--- config.mk ---
export PLATFORM = sky130hd
export DESIGN_NAME = seg_scan_entry_ctrl
export DESIGN_NICKNAME = d
export VERILOG_FILES = /design/src/rtl/seg_scan_entry_ctrl.sv
export SDC_FILE = /design/constraint.sdc
export NUM_CORES = 1
export LEC_CHECK = 0
export BUFFER_PORTS_ARGS = -buffer_cell sky130_fd_sc_hd__buf_2
export CORE_MARGIN = 4
export CORE_UTILIZATION = 25
export DETAILED_ROUTE_END_ITERATION = 8
export GPL_TIMING_DRIVEN = 0
export PLACE_DENSITY_LB_ADDON = 0.2
export SLEW_MARGIN = 15
export SYNTH_ARGS = -nofsm -noshare
export SYNTH_HDL_FRONTEND = slang
export SYNTH_SLANG_ARGS = --single-unit
--- constraint.sdc ---
create_clock -name clk -period 1.9 [get_ports clk]
set_input_delay 0.095 -clock clk [delete_from_list [all_inputs] [get_ports clk]]
set_output_delay 0.095 -clock clk [all_outputs]
set_load 0.02 [all_outputs]
--- src/rtl/seg_scan_entry_ctrl.sv ---
// seg_scan_entry_ctrl
// Keypad entry buffer and display scanner that feeds an 8-digit
// seven-segment decoder. Keypad strobes shift codes into the buffer from the
// right, backspace or clear it. A prescaler steps a scan index, and the
// enabled digit's code and decimal point are registered onto the outputs.
//
// Ports:
//   clk        system clock, rising edge
//   rst_n      synchronous active-low reset
//   key_valid  strobe: key_code is valid (0-9 digit, 10 '-', 11 'u')
//   key_code   entry code; 12..15 are ignored
//   key_back   strobe: delete the most recently entered digit
//   key_clr    strobe: clear all digits
//   dp_mask    decimal point per position, sampled live
//   light_on   one-hot digit enable, bit 0 = rightmost
//   BCD        code of the enabled digit, 4'hF = blank
//   DP         decimal point of the enabled digit
//   digit_cnt  number of entered digits, 0..8
//   full       digit_cnt == 8 (combinational)
//   overflow   one-cycle pulse: entry rejected because the buffer is full
module seg_scan_entry_ctrl #(
  parameter int unsigned CLK_DIV = 100000
) (
  input  logic       clk,
  input  logic       rst_n,
  input  logic       key_valid,
  input  logic [3:0] key_code,
  input  logic       key_back,
  input  logic       key_clr,
  input  logic [7:0] dp_mask,
  output logic [7:0] light_on,
  output logic [3:0] BCD,
  output logic       DP,
  output logic [3:0] digit_cnt,
  output logic       full,
  output logic       overflow
);

  localparam int unsigned NDIG = 8;
  localparam int unsigned PW   = $clog2(CLK_DIV);
  localparam logic [3:0]  BLANK    = 4'hF;
  localparam logic [3:0]  MAX_CODE = 4'd11;
  localparam logic [3:0]  MAX_CNT  = 4'd8;

  logic [3:0]    pos_q [NDIG];
  logic [3:0]    pos_d [NDIG];
  logic [3:0]    cnt_d;
  logic          ovf_d;
  logic [PW-1:0] presc_q;
  logic [2:0]    idx_q;
  logic          code_ok_c;
  logic          presc_tc_c;

  assign code_ok_c  = (key_code <= MAX_CODE);
  assign presc_tc_c = (presc_q == PW'(CLK_DIV - 1));
  assign full       = (digit_cnt == MAX_CNT);

  // Buffer command decode: clear beats backspace beats entry.
  always_comb begin
    for (int unsigned i = 0; i < NDIG; i++) pos_d[i] = pos_q[i];
    cnt_d = digit_cnt;
    ovf_d = 1'b0;
    if (key_clr) begin
      for (int unsigned i = 0; i < NDIG; i++) pos_d[i] = BLANK;
      cnt_d = 4'd0;
    end else if (key_back) begin
      if (digit_cnt != 4'd0) begin
        for (int unsigned i = 0; i < NDIG - 1; i++) pos_d[i] = pos_q[i+1];
        pos_d[NDIG-1] = BLANK;
        cnt_d = digit_cnt - 4'd1;
      end
    end else if (key_valid && code_ok_c) begin
      if (digit_cnt < MAX_CNT) begin
        for (int unsigned i = 1; i < NDIG; i++) pos_d[i] = pos_q[i-1];
        pos_d[0] = key_code;
        cnt_d = digit_cnt + 4'd1;
      end else begin
        ovf_d = 1'b1;
      end
    end
  end

  // Buffer, count and overflow pulse registers.
  always_ff @(posedge clk) begin
    if (!rst_n) begin
      for (int unsigned i = 0; i < NDIG; i++) pos_q[i] <= BLANK;
      digit_cnt <= 4'd0;
      overflow  <= 1'b0;
    end else begin
      for (int unsigned i = 0; i < NDIG; i++) pos_q[i] <= pos_d[i];
      digit_cnt <= cnt_d;
      overflow  <= ovf_d;
    end
  end

  // Prescaler and scan index; index wraps 7 -> 0 naturally in 3 bits.
  always_ff @(posedge clk) begin
    if (!rst_n) begin
      presc_q <= '0;
      idx_q   <= 3'd0;
    end else if (presc_tc_c) begin
      presc_q <= '0;
      idx_q   <= idx_q + 3'd1;
    end else begin
      presc_q <= presc_q + PW'(1);
    end
  end

  // Display output register, refreshed every cycle from the current index.
  always_ff @(posedge clk) begin
    if (!rst_n) begin
      light_on <= 8'h00;
      BCD      <= BLANK;
      DP       <= 1'b0;
    end else begin
      light_on <= 8'h01 << idx_q;
      BCD      <= pos_q[idx_q];
      DP       <= dp_mask[idx_q];
    end
  end

endmodule

==> results of run 1 <==
-- cell families after synthesis --
group / Yosys count / share of synthesized area (%)
simple gates: 107 / 17.8
flops: 70 / 43.3
mux: 45 / 17.8
compound gates: 44 / 9.08
buf+inv: 34 / 4.40
xor+xnor: 16 / 4.33
fa+ha+maj: 8 / 3.32
-- how the worst max path moves through the flow --
stage	to	slack (ps)	cells after the start
detailed placement	presc_q[8]	-140	6
global placement	presc_q[13]	-120	6
finish	BCD[1]	140	4
CTS	BCD[0]	10	4
floorplan	digit_cnt[3]	170	5
global route	BCD[1]	30	4
-- sequential cells by signal (all words and copies together), names as in the netlist --
register and cells:
idx_q 3, light_on 8, DP 1, digit_cnt 4, overflow 1, presc_q 17
BCD 4, pos_q 32
-- metrics by stage --
stage	worst slack (ps)	utilization [%]
global route	25.9	31.5
CTS	14.4	31.3
global placement	-117	28.6
floorplan	175	-
detailed placement	-142	28.6
finish	142	31.5
-- layout make-up --
type                            count  area share [%]
Buffer                             24            2.98
Tap cell                          172            5.39
Clock inverter                      6            2.35
Clock buffer                       10            5.73
Inverter                           10           0.940
Sequential cell                    70            35.1
Timing Repair Buffer               36            4.58
Multi-Input combinational cell    220            42.9
-- cell usage after synthesis --
cell                        n  area [um^2]
sky130_fd_sc_hd__or4_1      3         22.5
sky130_fd_sc_hd__nor2_1    16         60.1
sky130_fd_sc_hd__dfxtp_1   70         1400
sky130_fd_sc_hd__nand3_2    1         10.0
sky130_fd_sc_hd__nand3b_1   1         7.51
sky130_fd_sc_hd__and2_1    10         62.6
sky130_fd_sc_hd__o32a_1     4         40.0
sky130_fd_sc_hd__xor2_1     4         35.0
sky130_fd_sc_hd__clkbuf_1  10         37.5
sky130_fd_sc_hd__a31oi_1   29          181
sky130_fd_sc_hd__buf_1      2         7.51
sky130_fd_sc_hd__and3_1     6         37.5
sky130_fd_sc_hd__nor3_1    32          160
sky130_fd_sc_hd__mux4_2    10          225
sky130_fd_sc_hd__nor2b_1    4         25.0
sky130_fd_sc_hd__inv_1     10         37.5
sky130_fd_sc_hd__a211oi_1   1         7.51
sky130_fd_sc_hd__ha_1       7         87.6
sky130_fd_sc_hd__nand2_1   10         37.5
sky130_fd_sc_hd__nor4_1     5         31.3
sky130_fd_sc_hd__and4b_1    1         10.0
sky130_fd_sc_hd__o21ai_0    3         15.0
sky130_fd_sc_hd__nand3_1    9         45.0
sky130_fd_sc_hd__or3_1      1         6.26
sky130_fd_sc_hd__a21oi_1    2         10.0
sky130_fd_sc_hd__o41ai_1    2         17.5
sky130_fd_sc_hd__xnor2_1   12          105
sky130_fd_sc_hd__fa_1       1         20.0
sky130_fd_sc_hd__o31ai_1    1         7.51
sky130_fd_sc_hd__nand4_1    4         25.0
sky130_fd_sc_hd__or3_4      1         11.3
sky130_fd_sc_hd__buf_2     12         60.1
sky130_fd_sc_hd__and4_1     1         8.76
sky130_fd_sc_hd__a21o_1     2         15.0
sky130_fd_sc_hd__mux2i_1   34          340
sky130_fd_sc_hd__nor4bb_1   1         10.0
sky130_fd_sc_hd__mux2_2     1         11.3
sky130_fd_sc_hd__nand2b_1   1         6.26
-- layer usage --
layer	GRT usage (%)	routed length (um)
met5	0	0
met4	3.43	117
met3	3.34	317
met2	17.8	3610
met1	15.4	3880
-- cell usage in the layout (no fill, tap or decap), types with 2 or more instances in the layout --
cell and n:
sky130_fd_sc_hd__dfxtp_1 70, sky130_fd_sc_hd__buf_2 44, sky130_fd_sc_hd__mux2i_1 34, sky130_fd_sc_hd__nor3_1 32, sky130_fd_sc_hd__a31oi_1 29, sky130_fd_sc_hd__nor2_1 16, sky130_fd_sc_hd__xnor2_1 12, sky130_fd_sc_hd__clkbuf_1 11
sky130_fd_sc_hd__inv_1 10, sky130_fd_sc_hd__and2_1 10, sky130_fd_sc_hd__nand2_1 10, sky130_fd_sc_hd__mux4_2 10, sky130_fd_sc_hd__nand3_1 9, sky130_fd_sc_hd__clkbuf_16 9, sky130_fd_sc_hd__and3_1 6, sky130_fd_sc_hd__ha_1 6
sky130_fd_sc_hd__nor4_1 5, sky130_fd_sc_hd__nor2b_1 4, sky130_fd_sc_hd__o32a_1 4, sky130_fd_sc_hd__nand4_1 4, sky130_fd_sc_hd__xor2_1 4, sky130_fd_sc_hd__o21ai_0 3, sky130_fd_sc_hd__or4_1 3, sky130_fd_sc_hd__clkbuf_4 2
sky130_fd_sc_hd__clkbuf_2 2, sky130_fd_sc_hd__o41ai_2 2, sky130_fd_sc_hd__a21oi_1 2, sky130_fd_sc_hd__a21o_1 2, sky130_fd_sc_hd__inv_6 2, sky130_fd_sc_hd__bufinv_16 2
-- power breakdown --
group	switching (mW)	total, mW	internal, mW
sequential	0.0168	1.50	1.48
combinational	0.162	0.252	0.0899
clock	0.649	1.81	1.16
-- repair_timing --
action | 4_1_cts | 5_1_grt
pin swaps | 1 | 0
setup endpoints to repair | 11 | 26
endpoints found under the hold margin | 0 | 0
setup buffers | 1 | 0
gates resized for setup | 0 | 11
-- critical path, cell delays in order (launching register included) --
cell	delay [ps]
sky130_fd_sc_hd__dfxtp_1	440
sky130_fd_sc_hd__clkbuf_4	320
sky130_fd_sc_hd__mux4_2	540
sky130_fd_sc_hd__mux2i_1	250
sky130_fd_sc_hd__nand2_1	80
==> implementation parameters, run 1 <==
Parameter                              Value

Outcome
  Outcome ... complete, no violations

Final layout
  Layout area overhead ... 23.3%
  Combined area of the multi-input logic cells ... 1710 um^2
  Non-filler instance count after layout ... 548
  Proportion of layout cells with a drive suffix above 1 ... 21.8%
  Finished layout cell area ... 3990 um^2
  Ant. Diodes ... 0
  Fill cell total of the finished layout ... 1357
  Post-layout nets ... 396
  Seq. cell area ... 1400 um^2

Clock tree
  Count of hold buffers inserted by post-cts repair ... 0
  Number of buffers added by the clock tree synthesis step ... 9
  Total number of clock tree sinks ... 70
  Clock tree from TritonCTS ... yes
  Clk Latency, worst-skew pair ... 330 ps
  Root cell of the clock tree ... sky130_fd_sc_hd__clkbuf_16
  Maximum level of the CTS H-tree ... 3
  Clk pin slew, worst setup/hold paths ... 60 ps
  Number of buffers on the longest clock path ... 2

Die
  Area of the die ... 14800 um^2
  Starting density of the core ... 25.6%
  Top-Level Pins ... 36
  Num rows ... 41
  Core Box Area ... 12700 um^2
  Y dimension of the die ... 122 um
  Horizontal extent of the die ... 122 um

Route
  Detailed-route DRC error count ... 0
  Antenna-violating nets left ... 0
  Initial DRC count ... 184
  WL/cell ... 14.5 um
  Final wirelength ... 7930 um
  First-pass iteration count of the detailed router ... 4
  DR vias/cell ... 4.73
  Via count ... 2594

Placement
  Instance count after placement with tap cells included ... 531
  Buffers on Ports ... 35
  Post-DP HPWL ... 5620 um
  Routability Congestion ... 0.740
  Post-place instance area ... 3630 um^2

Worst hold path
  Classification of the worst-slack hold path ... in2reg
  Hold Path Origin ... key_code[1]
  Worst hold path cell count ... 3
  Min-Delay Endpoint ... pos_q[0][1]

Timing
  Final worst path period need ... 1760 ps
  Final period utilization ... 92.5%
  Unrepaired setup endpoints after global routing ... no
  Number of setup violations in the final report ... 0
  Final Skew ... 7.78 ps
  Pins Over Slew Limit ... 0
  Worst-case hold slack ... 84.4 ps
  Setup TNS ... 0 ps
  Final Hold Fails ... 0
  Slew at the pin closest to its max-slew limit ... 690 ps
  Top achievable clock speed ... 569 MHz
  Slew headroom ... 54.0%

Global routing
  Via count of the first global-routing pass ... 2601
  Pin count of the biggest net entering global routing ... 14
  Initial antenna violation count ... 0
  First-pass GRT wire length ... 13400 um
  Gr ovfl total ... 0
  Total routing usage reported by global routing ... 11.4%

Critical path
  Start point of the critical path ... idx_q[0]
  Register-to-register setup slack ... 140 ps
  Cells on worst reg2reg path ... 4
  Crit Reg-Reg Startpoint ... idx_q[0]
  Kind of capture point of the worst setup path ... flop
  Peak fanout along the critical path ... 10
  Critical path start-end classification ... reg2reg
  Startpoint class of the critical path ... flop
  Worst flop-to-flop path endpoint ... BCD[1]
  Arrival time at the worst endpoint ... 1960 ps
  Worst endpoint required time ... 2100 ps

Logic synthesis
  Number of unique standard cell types used by synthesis ... 38
  Yosys warns ... 0
  Synth Cell Area ... 3240 um^2
  Post-synthesis register bit count ... 70
  Synthesized netlist cell count ... 324
  Post-synthesis net count ... 349
  Post-Syn Area per Cell ... 10.0 um^2
  Post-synthesis sequential area ratio ... 43.3%

Pwr
  Overall Power ... 3.56 mW
  Highest ir drop seen on vdd ... 0.371 mV
  Power Density ... 892 nW/um^2
  Static leakage power ... 1.50 nW

Run
  Number of maximum-capacitance violations ... 0
Note: power is estimated with default switching activity, not from simulation.
==> run 2, diff against run 1 <==
CORE_UTILIZATION = 58   (was 25)
==> run 2 against run 1 <==
Effect of this change: clock-buffer cell count rose by 4; total power down 19%; global-route usage is 11 points higher; utilization is 39 points higher; final area decreased by 7.4%; sequential cell count stayed put; non-clock buffer count unchanged; wire length decreased by 13%; setup slack worse by 23 ps; critical path type unchanged; largest cell class unchanged.
==> implementation parameters, run 2 (synthesized netlist as in run 1, its figures left out) <==
Parameter                              Value

Clock tree
  Number of buffers on the longest clock path ... 2
  Number of buffers added by the clock tree synthesis step ... 9
  Maximum level of the CTS H-tree ... 3
  Total number of clock tree sinks ... 70
  Count of hold buffers inserted by post-cts repair ... 0
  Clk pin slew, worst setup/hold paths ... 70 ps
  Root cell of the clock tree ... sky130_fd_sc_hd__clkbuf_8
  Clock tree from TritonCTS ... yes
  Clk Latency, worst-skew pair ... 340 ps

Timing
  Top achievable clock speed ... 561 MHz
  Final worst path period need ... 1780 ps
  Final Skew ... 9.55 ps
  Unrepaired setup endpoints after global routing ... no
  Slew at the pin closest to its max-slew limit ... 595 ps
  Final period utilization ... 93.8%
  Slew headroom ... 60.3%
  Number of setup violations in the final report ... 0
  Final Hold Fails ... 0
  Worst-case setup margin in the final layout ... 118 ps
  Pins Over Slew Limit ... 0
  Worst-case hold slack ... 79.4 ps

Die
  Area of the die ... 6850 um^2
  Core Box Area ... 5270 um^2
  Top-Level Pins ... 36
  Num rows ... 26
  Starting density of the core ... 61.5%
  Y dimension of the die ... 82.7 um
  Horizontal extent of the die ... 82.7 um

Final layout
  Flip-flop count of the largest register, all copies and words added ... 32
  Ant. Diodes ... 0
  Leading cell types in the layout, fill and taps excluded ... 70 x sky130_fd_sc_hd__dfxtp_1, 46 x sky130_fd_sc_hd__buf_2, 34 x sky130_fd_sc_hd__mux2i_1
  Layout area overhead ... 14.2%
  Register with the highest flop count ... pos_q
  Most common cell after layout, fill and taps aside ... sky130_fd_sc_hd__dfxtp_1
  Post-layout nets ... 396
  Proportion of layout cells with a drive suffix above 1 ... 19.7%
  Largest registers ranked by flip-flop count ... pos_q x32, presc_q x17, light_on x8
  Share of the core filled with cells ... 70.2%
  Fill cell total of the finished layout ... 432

Global routing
  Initial antenna violation count ... 0
  Via count of the first global-routing pass ... 2492
  Gr ovfl total ... 0
  Pin count of the biggest net entering global routing ... 11
  First-pass GRT wire length ... 11500 um
  Total routing usage reported by global routing ... 22.2%

Route
  Initial DRC count ... 105
  First-pass iteration count of the detailed router ... 4
  Via count ... 2608
  DR vias/cell ... 5.86
  Detailed-route DRC error count ... 0
  Final wirelength ... 6870 um
  Antenna-violating nets left ... 0
  WL/cell ... 15.4 um

Critical path
  Worst endpoint required time ... 2120 ps
  Slowest-stage cell, CP ... sky130_fd_sc_hd__dfxtp_1
  Number of buffer and inverter instances along the worst setup path ... 1
  CP delay by family, top ... simple AND/OR/NAND/NOR gates
  Max incr delay on CP ... 390 ps
  Cells on worst reg2reg path ... 6
  Cells along the critical path ... ha_1 > and4_1 > nand4_1 > nand2_2 > buf_2 > nor2_1
  Number of logic stages on the critical path including buffering ... 6
  Arrival time at the worst endpoint ... 2000 ps
  Peak fanout along the critical path ... 10
  Kind of capture point of the worst setup path ... flop
  Critical path start-end classification ... reg2reg
  Startpoint class of the critical path ... flop

Placement
  Post-DP HPWL ... 4840 um
  Routability Congestion ... 0.843
  Buffers on Ports ... 35
  DP Worst Slack ... -42.9 ps

Run
  Number of maximum-capacitance violations ... 0

Pwr
  Highest ir drop seen on vdd ... 0.459 mV
  Power Density ... 780 nW/um^2
  Static leakage power ... 1.42 nW

Worst hold path
  Classification of the worst-slack hold path ... in2reg
  Worst hold path cell count ... 3

Outcome
  Outcome ... complete, no violations
[run 2: what timing repair did]
item,CTS,global route
buffers inserted,1,0
cloned,0,0
setup endpoints to repair,10,2
pin swaps,1,0
resized for setup,1,2
[run 2: layout make-up]
class	count	area, um^2	share of cell area (%)
sequential	70	1400	37.9
timing repair buffer	36	183	4.94
multi-input combinational	220	1700	45.9
inverter	10	37.5	1.01
clock inverter	1	30.0	0.812
buffer	24	109	2.94
clock buffer	14	153	4.13
tap	70	87.6	2.37
[run 2: path summary, 6_finish.rpt]
check                   start          end  slack (ps)
setup / recovery   presc_q[0]   presc_q[7]         120
hold / removal    key_code[3]  pos_q[0][3]          80
setup reg to reg   presc_q[0]   presc_q[7]         120
hold reg to reg    presc_q[0]   presc_q[0]         490
[run 2: worst min-delay path: stages]
cell and delay [ps]:
sky130_fd_sc_hd__buf_2 80, sky130_fd_sc_hd__mux2i_1 50, sky130_fd_sc_hd__a31oi_1 150
[run 2: per-layer routing]
metal	vias up	track usage (%)	routed length (um)
li1	1279	-	-
met3	15	5.75	353
met4	0	7.68	136
met1	1252	28.5	3200
met5	-	0	0
met2	62	36.1	3180
[run 2: power breakdown]
group          switching [mW]  internal, mW
combinational           0.154        0.0851
sequential             0.0160          1.48
clock                   0.511         0.638
total                   0.681          2.21
[run 2: through the flow]
stage	instances	power (mW)	TNS, ps	cell area, um^2
2_1_floorplan	324	1.69	0	3240
3_3_place_gp	429	1.76	0	3500
3_5_place_dp	429	1.77	-314	3500
4_1_cts	445	2.90	0	3690
5_1_grt	445	3.00	0	3700
6_report	445	2.89	0	3700
==> run 3, diff against run 2 <==
GPL_TIMING_DRIVEN = default   (was 0)
==> run 3 against run 2 <==
Effect of this change: clock-buffer cell count is 2 lower; highest routed layer unchanged; utilization is 0.071 points higher; critical path depth is 1 lower; hold slack worse by 24 ps; clock skew is 1.2 ps lower; largest cell class unchanged; global-route usage is 1.5 points lower; critical endpoint is now idx_q[2]; clock power is 6% higher; final area is 0.10% higher; sequential power hardly changed; via count is 3.8% lower; register-to-register slack better by 100 ps.
==> implementation parameters, run 3 (synthesized netlist as in run 1, its figures left out) <==
Parameter                              Value

Clock tree
  Post-CTS setup buffer count ... 0
  Number of buffers added by the clock tree synthesis step ... 9
  Count of hold buffers inserted by post-cts repair ... 0
  Clk Latency, worst-skew pair ... 340 ps
  Clk pin slew, worst setup/hold paths ... 80 ps
  Count of instances resized after the clock tree is built ... 0
  Number of buffers on the longest clock path ... 2
  Root cell of the clock tree ... sky130_fd_sc_hd__clkbuf_8
  Clock tree from TritonCTS ... yes
  Maximum level of the CTS H-tree ... 3
  Total number of clock tree sinks ... 70

Pwr
  Highest ir drop seen on vdd ... 0.551 mV
  Power Density ... 797 nW/um^2
  Static leakage power ... 1.43 nW

Final layout
  Post-layout nets ... 382
  Register with the highest flop count ... pos_q
  Ant. Diodes ... 0
  Layout area overhead ... 14.3%
  Flip-flop count of the largest register, all copies and words added ... 32
  Most common cell after layout, fill and taps aside ... sky130_fd_sc_hd__dfxtp_1
  Largest registers ranked by flip-flop count ... pos_q x32, presc_q x17, light_on x8
  Proportion of layout cells with a drive suffix above 1 ... 21.0%
  Leading cell types in the layout, fill and taps excluded ... 70 x sky130_fd_sc_hd__dfxtp_1, 35 x sky130_fd_sc_hd__buf_2, 34 x sky130_fd_sc_hd__mux2i_1

Route
  WL/cell ... 15.0 um
  Via count ... 2510
  Antenna-violating nets left ... 0
  Final wirelength ... 6460 um
  DR vias/cell ... 5.81
  Detailed-route DRC error count ... 0
  First-pass iteration count of the detailed router ... 4
  Initial DRC count ... 112

Critical path
  Max incr delay on CP ... 390 ps
  Worst endpoint required time ... 2140 ps
  Number of buffer and inverter instances along the worst setup path ... 0
  Arrival time at the worst endpoint ... 1920 ps
  Crit Reg-Reg Startpoint ... presc_q[0]
  Startpoint class of the critical path ... flop
  Start point of the critical path ... presc_q[0]
  Critical path capture point ... idx_q[2]
  CP delay by family, top ... simple AND/OR/NAND/NOR gates
  Cells on worst reg2reg path ... 5
  Critical path start-end classification ... reg2reg
  Kind of capture point of the worst setup path ... flop
  Worst flop-to-flop path endpoint ... idx_q[2]
  Slowest-stage cell, CP ... sky130_fd_sc_hd__dfxtp_1
  Register-to-register setup slack ... 220 ps
  Cells along the critical path ... ha_1 > and4_1 > nand4_1 > nor2_1 > mux2_2
  Peak fanout along the critical path ... 5
  Number of logic stages on the critical path including buffering ... 5

Run
  Number of maximum-capacitance violations ... 0

Global routing
  Pin count of the biggest net entering global routing ... 44
  Total routing usage reported by global routing ... 20.7%
  Gr ovfl total ... 0
  Via count of the first global-routing pass ... 2324
  Initial antenna violation count ... 0
  First-pass GRT wire length ... 10800 um

Die
  Area of the die ... 6850 um^2
  Top-Level Pins ... 36
  Num rows ... 26
  Horizontal extent of the die ... 82.7 um
  Starting density of the core ... 61.5%
  Y dimension of the die ... 82.7 um
  Core Box Area ... 5270 um^2

Worst hold path
  Classification of the worst-slack hold path ... in2reg
  Worst hold path cell count ... 3

Timing
  Number of setup violations in the final report ... 0
  Setup TNS ... 0 ps
  Final period utilization ... 88.3%
  Pins Over Slew Limit ... 0
  Slew at the pin closest to its max-slew limit ... 461 ps
  Final Hold Fails ... 0
  Unrepaired setup endpoints after global routing ... no
  Worst-case hold slack ... 55.2 ps
  Final Skew ... 8.37 ps
  Top achievable clock speed ... 596 MHz
  Final worst path period need ... 1680 ps
  Slew headroom ... 69.3%

Placement
  Buffers on Ports ... 35
  Post-DP HPWL ... 4320 um
  Routability Congestion ... 0.828

Outcome
  Outcome ... complete, no violations
-- run 3: cell types whose count changed in the layout (fill, tap and decap cells not counted), moves of 3 or more --
cell | previous run | this run
sky130_fd_sc_hd__clkbuf_1 | 14 | 1
sky130_fd_sc_hd__buf_2 | 46 | 35
sky130_fd_sc_hd__buf_4 | 1 | 10
sky130_fd_sc_hd__clkinv_2 | 0 | 3
-- run 3: layout make-up --
class,count,area (um^2)
inverter,10,37.5
fill,422,1570
timing repair buffer,46,270
sequential,70,1400
multi-input combinational,220,1710
clock inverter,4,45.0
clock buffer,12,155
tap,70,87.6
-- run 3: worst min-delay path by stage --
stage | start | end | slack [ps]
4_1_cts | rst_n | BCD[3] | 50
3_5_place_dp | rst_n | BCD[3] | 410
3_3_place_gp | key_code[1] | pos_q[0][1] | 400
5_1_grt | key_code[0] | pos_q[0][0] | 50
2_1_floorplan | rst_n | light_on[4] | 250
6_report | key_code[0] | pos_q[0][0] | 60
-- run 3: worst reg2reg max path, cell delays in order, from the launching register on --
cell,delay (ps)
sky130_fd_sc_hd__dfxtp_1,390
sky130_fd_sc_hd__ha_1,240
sky130_fd_sc_hd__and4_1,270
sky130_fd_sc_hd__nand4_1,180
sky130_fd_sc_hd__nor2_1,160
sky130_fd_sc_hd__mux2_2,340
-- run 3: power by group --
group	total, mW	switching, mW	internal [mW]
registers	1.50	0.0145	1.48
clock network	1.22	0.551	0.672
logic	0.231	0.143	0.0879
total	2.95	0.709	2.24
-- run 3: per-stage QoR --
step	instance area [um^2]	power, mW	worst slack, ps	std cells	util (%)
floorplan	3240	1.69	175	324	-
global placement	3500	1.76	289	416	66.5
detailed placement	3500	1.76	233	416	66.5
CTS	3700	2.97	215	432	70.3
global route	3700	3.06	78.2	432	70.3
finish	3700	2.95	223	432	70.3
-- run 3: metal layers --
| metal | share of wire [%] | wire length, um | up-vias | GRT usage, % |
|---|---|---|---|---|
| met4 | 0.33 | 21 | 0 | 5.39 |
| met1 | 48 | 3100 | 1187 | 26.8 |
| met2 | 46 | 2980 | 61 | 32.8 |
| li1 | - | - | 1260 | - |
| met5 | 0 | 0 | - | 0 |
| met3 | 5.6 | 365 | 2 | 7.38 |
